[config.mk]
export PLATFORM = sky130hd
export DESIGN_NAME = cla_adder_5bit_flat
export DESIGN_NICKNAME = d
export VERILOG_FILES = /design/src/rtl/cla_adder_5bit_if.sv /design/src/rtl/cla_adder_5bit.sv /design/src/flat_wrapper.sv
export SDC_FILE = /design/constraint.sdc
export NUM_CORES = 1
export LEC_CHECK = 0
export ABC_AREA = 1
export CORE_AREA = 2 2 39 41
export DETAILED_ROUTE_END_ITERATION = 7
export DIE_AREA = 0 0 41 43
export PLACE_DENSITY = 0.54
export SLEW_MARGIN = 20
export SYNTH_ARGS = -nofsm -noshare
export SYNTH_HDL_FRONTEND = slang
export SYNTH_SLANG_ARGS = --single-unit
[constraint.sdc]
create_clock -name clk -period 1.39 [get_ports clk]
set_input_delay 0.417 -clock clk [delete_from_list [all_inputs] [get_ports clk]]
set_output_delay 0.417 -clock clk [all_outputs]
set_load 0.02 [all_outputs]
[src/rtl/cla_adder_5bit_if.sv]
// Operand/result bundle for the 5-bit carry-lookahead adder.
// The master drives the addends; the slave returns the registered sum and carry.
interface cla_adder_5bit_if;
  logic [4:0] a;
  logic [4:0] b;
  logic [4:0] sum;
  logic       cout;

  modport master (
    output a,
    output b,
    input  sum,
    input  cout
  );

  modport slave (
    input  a,
    input  b,
    output sum,
    output cout
  );
endinterface

[src/rtl/cla_adder_5bit.sv]
// 5-bit carry-lookahead adder with a registered result (one-cycle latency).
// Carries are flat two-level generate/propagate products; no ripple path.
module cla_adder_5bit (
  input  logic                 clk,
  input  logic                 rst,
  cla_adder_5bit_if.slave      bus
);

  logic [4:0] w_g;
  logic [4:0] w_p;
  logic [5:0] w_c;
  logic [4:0] w_s;

  logic [4:0] r_sum;
  logic       r_cout;

  always_comb begin
    w_g = bus.a & bus.b;
    w_p = bus.a ^ bus.b;
  end

  // Each carry is expanded directly from g/p so every c[i] is two gate levels deep.
  always_comb begin
    w_c[0] = 1'b0;
    w_c[1] = w_g[0];
    w_c[2] = w_g[1]
           | (w_p[1] & w_g[0]);
    w_c[3] = w_g[2]
           | (w_p[2] & w_g[1])
           | (w_p[2] & w_p[1] & w_g[0]);
    w_c[4] = w_g[3]
           | (w_p[3] & w_g[2])
           | (w_p[3] & w_p[2] & w_g[1])
           | (w_p[3] & w_p[2] & w_p[1] & w_g[0]);
    w_c[5] = w_g[4]
           | (w_p[4] & w_g[3])
           | (w_p[4] & w_p[3] & w_g[2])
           | (w_p[4] & w_p[3] & w_p[2] & w_g[1])
           | (w_p[4] & w_p[3] & w_p[2] & w_p[1] & w_g[0]);
  end

  always_comb begin
    w_s = w_p ^ w_c[4:0];
  end

  always_ff @(posedge clk) begin
    if (rst) begin
      r_sum  <= '0;
      r_cout <= 1'b0;
    end else begin
      r_sum  <= w_s;
      r_cout <= w_c[5];
    end
  end

  assign bus.sum  = r_sum;
  assign bus.cout = r_cout;

endmodule

[src/flat_wrapper.sv]
// flat-port wrapper written by rule: the top's interface ports become plain ports
module cla_adder_5bit_flat 
  (clk, rst, bus_a, bus_b, bus_sum, bus_cout);
  cla_adder_5bit_if bus_i ();
  input  logic clk;
  input  logic rst;
  input wire logic [$bits(bus_i.a)-1:0] bus_a;
  input wire logic [$bits(bus_i.b)-1:0] bus_b;
  output wire logic [$bits(bus_i.sum)-1:0] bus_sum;
  output wire logic [$bits(bus_i.cout)-1:0] bus_cout;
  assign bus_i.a = bus_a;
  assign bus_i.b = bus_b;
  assign bus_sum = bus_i.sum;
  assign bus_cout = bus_i.cout;
  cla_adder_5bit u_core (.clk(clk), .rst(rst), .bus(bus_i));
endmodule
After elaboration in Yosys (flattened, before gate mapping)

Index checks and enable logic that the tools add are counted.

Register bits after elaboration: 6
Input bits: 12
Word-level logic and storage cells: 31

Bitwise gates (word level): 29

Operators with widths:

| operator          | number |
|---|---|
| bitwise AND 1 bit | 16 |
| bitwise OR 1 bit  | 10 |
| bitwise XOR 5 bit | 2 |
| bitwise AND 5 bit | 1 |

Depth between registers and ports, before layout

Depth after elaboration: 6
Depth in mapped cells: 7
Depth with buffers taken out: 7

Worst setup path after synthesis

No wires, ideal clock.

Path type: input to register
Start: in bus_b[0]
End: reg u_core.r_sum[2] (netlist: u_core.bus.sum[2])
Library setup time: 0.114 ns
Arrival: 1.161 ns
Setup slack: 0.115 ns
Stages on the path: 5
Path through: ha_1 inv_1 fa_1 xor2_1 nor2_1

Longest elaborated chain between the ends: 4

Ends and longest elaborated chain:

| element              | RTL line             | text |
|---|---|---|
| from (decl)          | flat_wrapper.sv:8    | `input wire logic [$bits(bus_i.b)-1:0] bus_b;` |
| bitwise AND 5 bit    | cla_adder_5bit.sv:18 | `w_g = bus.a & bus.b;` |
| bitwise AND 1 bit    | cla_adder_5bit.sv:27 | `\| (w_p[1] & w_g[0]);` |
| bitwise OR 1 bit     | cla_adder_5bit.sv:27 |  |
| bitwise XOR 5 bit    | cla_adder_5bit.sv:43 | `w_s = w_p ^ w_c[4:0];` |
| to (signal assigned) | cla_adder_5bit.sv:51 | `r_sum <= w_s;` |
| to (decl)            | cla_adder_5bit.sv:14 | `logic [4:0] r_sum;` |

No other way between the ends.
A chain may end at the register's enable or synchronous reset.

Final worst setup path

Start: reg u_core.r_sum[0] (netlist: u_core.bus.sum[0])
End: out bus_sum[0]

RTL lines:

| element   | RTL line          | text |
|---|---|---|
| to (decl) | flat_wrapper.sv:9 | `output wire logic [$bits(bus_i.sum)-1:0] bus_sum;` |

No word-level cell between the ends.

==> results_dict.tcl <==
set metrics [dict create \
    ctsHtreeMaxLevel 1 \
    syn_avg_cell_area_um2 7.92 \
    die_area_mm2 0.00176 \
    postCtsHoldBufs 0 \
    root_buffer "clkbuf_4" \
    synth_cell_types 13 \
    ant_nets 0 \
    port_buffers 17 \
    cts-resized-gates 19 \
    syn_to_final_growth_pct 70.1 \
    crit_cells 1 \
    fmax_ghz 0.786 \
    worstHoldStart "bus_b[0]" \
    cap_violations 0 \
    wl_per_cell_um 9.09 \
    endpoint "bus_sum[0]" \
    die_h_um 43 \
    dpl_cell_area_um2 584 \
    place_ws_ns -0.378 \
    synth_top_cell_by_area "dfxtp_1" \
    globalplace.congestion 0.720 \
    worstPathArrival_ns 0.86 \
    finalMaxSlewViolations 0 \
    period_needed_ns 1.27 \
    post-cts-setup-buffers 0 \
    rsz0062_at_grt "no" \
    powerDensity_mw_per_mm2 835 \
    path_buf_inv 1 \
    fin_ws_ns 0.118 \
    antenna_found_initial 0 \
    place_hpwl_um 623 \
    ioPinCount 18 \
    cts_tree "yes" \
    grt_max_degree 6 \
    via_per_inst 4.20 \
    grt_overflow 0 \
    p_leak_nw 0.315 \
    vias 361 \
    internal_power_w 0.000373 \
    setup_viol 0 \
    synthCells 46 \
    utilization_pct 44.8 \
    outcome "complete, no violations" \
    cp_max_fo 1 \
    path_cells "dlygate4sd2_1" \
    final_cell_area_um2 619 \
    grt_pass1_vias 359 \
    remaining_drc_errors 0 \
    cts_inserted_buffers 3 \
    seq_power_share_pct 37.4 \
    critical_path.top_delay_family "buffers and inverters" \
    hp-class "input port to flip-flop" \
    setup_tns_ns 0 \
    slew_headroom_pct 86.1 \
    start_util_pct 26.3 \
    power_switching_w 0.000144 \
    ys_ff_latch 6 \
    netlist_area_um2 364 \
    cts.reportedPaths.clkPinSlew_ns 0.04 \
    synth_area_leaders "dfxtp_1 (33%), ha_1 (21%), inv_1 (8.2%)" \
    path_class "flip-flop to output port" \
    synth_seq_area_share_pct 33.0 \
    hold_viol 0 \
    startpoint_type "flip-flop" \
    drt-met1-wl_um 350 \
    firstDrtPassIters 4 \
    num-nets-final 91 \
    grt_pass1_wl_um 1440 \
    drtIter0Drc 1 \
    yosys.area.top_type_share_pct 33.0 \
    slowest_stage "dlygate4sd2_1" \
    grtUsageTotal_pct 12.1 \
    nFillCells 153 \
    drive_gt1_share_pct 18.6 \
    ys_warn_count 0 \
    vdd_drop_max_v 0.000198 \
    cp-end-kind "output port" \
    die_w_um 41 \
    row_count 14 \
    swShare_pct 27.8 \
    p_comb_share_pct 33.2 \
    ctsLongestPathBuffers 2 \
    finalCritPeriodShare_pct 91.5 \
    fp.coreArea_mm2 0.00138 \
    wl_um 782 \
    syn_nets 65 \
    required_ns 0.97 \
    diodes 0 \
    top_layer_used "met3" \
    wl_met3_um 22 \
    clkPwrFrac_pct 29.4 \
    worst_pin_slew_ns 0.210 \
    wl_met2_um 409 \
    crit_start "u_core.bus.sum[0]$_SDFF_PP0_" \
    cpPeakStageDelay_ns 0.32 \
    cts.sinks 6 \
]
## registers in the layout, indices dropped and copies added, names as in the netlist
name / cells
u_core.bus.sum: 5
u_core.bus.cout: 1
## placed cells by master (no fill, tap or decap), drive strengths merged
cell / instances
clkdlybuf4s50: 3
ha: 6
a21oi: 5
nor2: 7
nand3: 3
xor2: 1
nand2: 5
dfxtp: 6
buf: 4
dlygate4sd2: 14
and2: 1
fa: 1
o21ai: 2
clkbuf: 3
inv: 8
nand4: 1
## Yosys cell counts
master / n
and2_1: 1
nor2_2: 1
nand4_1: 1
nand3_1: 3
a21oi_1: 5
xor2_1: 1
fa_1: 1
o21ai_0: 2
inv_1: 8
dfxtp_1: 6
nor2_1: 6
ha_1: 6
nand2_1: 5
## stage by stage
stage          std cells  hold WS, ns  total power [W]
6_report              86        0.644         0.000517
5_1_grt               86        0.666         0.000570
4_1_cts               86        0.643         0.000528
3_5_place_dp          83         1.11         0.000377
3_3_place_gp          83         1.11         0.000375
2_1_floorplan         46        0.484         0.000285
## layer usage
metal | vias to the layer above | global-route usage (%)
li1 | 197 | -
met1 | 157 | 15.4
met2 | 7 | 17.2
met3 | 0 | 1.57
met4 | 0 | 10.0
met5 | - | 0
## logic make-up (layout without fill, tap and decap cells)
logic type	after synthesis	after routing	synth area share, %
xor+xnor	1	1	2.41
flops	6	6	33.0
buf+inv	8	32	8.25
compound gates	7	7	9.62
simple gates	17	17	20.6
fa+ha+maj	7	7	26.1
## power by group through the flow
stage           logic, W  clock network, W  registers (W)
2_1_floorplan  0.0000640                 0       0.000221
3_3_place_gp    0.000178                 0       0.000197
3_5_place_dp    0.000179                 0       0.000198
4_1_cts         0.000172          0.000162       0.000194
5_1_grt         0.000195          0.000180       0.000196
6_report        0.000172          0.000152       0.000194
## worst min path at each step
| stage | end | depth (start not counted) |
|---|---|---|
| final | u_core.bus.sum[0]$_SDFF_PP0_ | 4 |
| after global routing | u_core.bus.sum[0]$_SDFF_PP0_ | 4 |
| after CTS | u_core.bus.sum[0]$_SDFF_PP0_ | 4 |
| after detailed placement | u_core.bus.sum[1]$_SDFF_PP0_ | 3 |
| after global placement | u_core.bus.sum[1]$_SDFF_PP0_ | 3 |
| after floorplan | u_core.bus.sum[1]$_SDFF_PP0_ | 1 |
## final cells by class
type	instances	area, um2	area share (%)
Clock buffer	3	22.5	3.64
Timing Repair Buffer	21	183	29.5
Sequential cell	6	120	19.4
Multi-Input combinational cell	32	244	39.4
Inverter	8	30.0	4.85
Tap cell	16	20.0	3.23
Note: power is estimated with default switching activity, not from simulation.
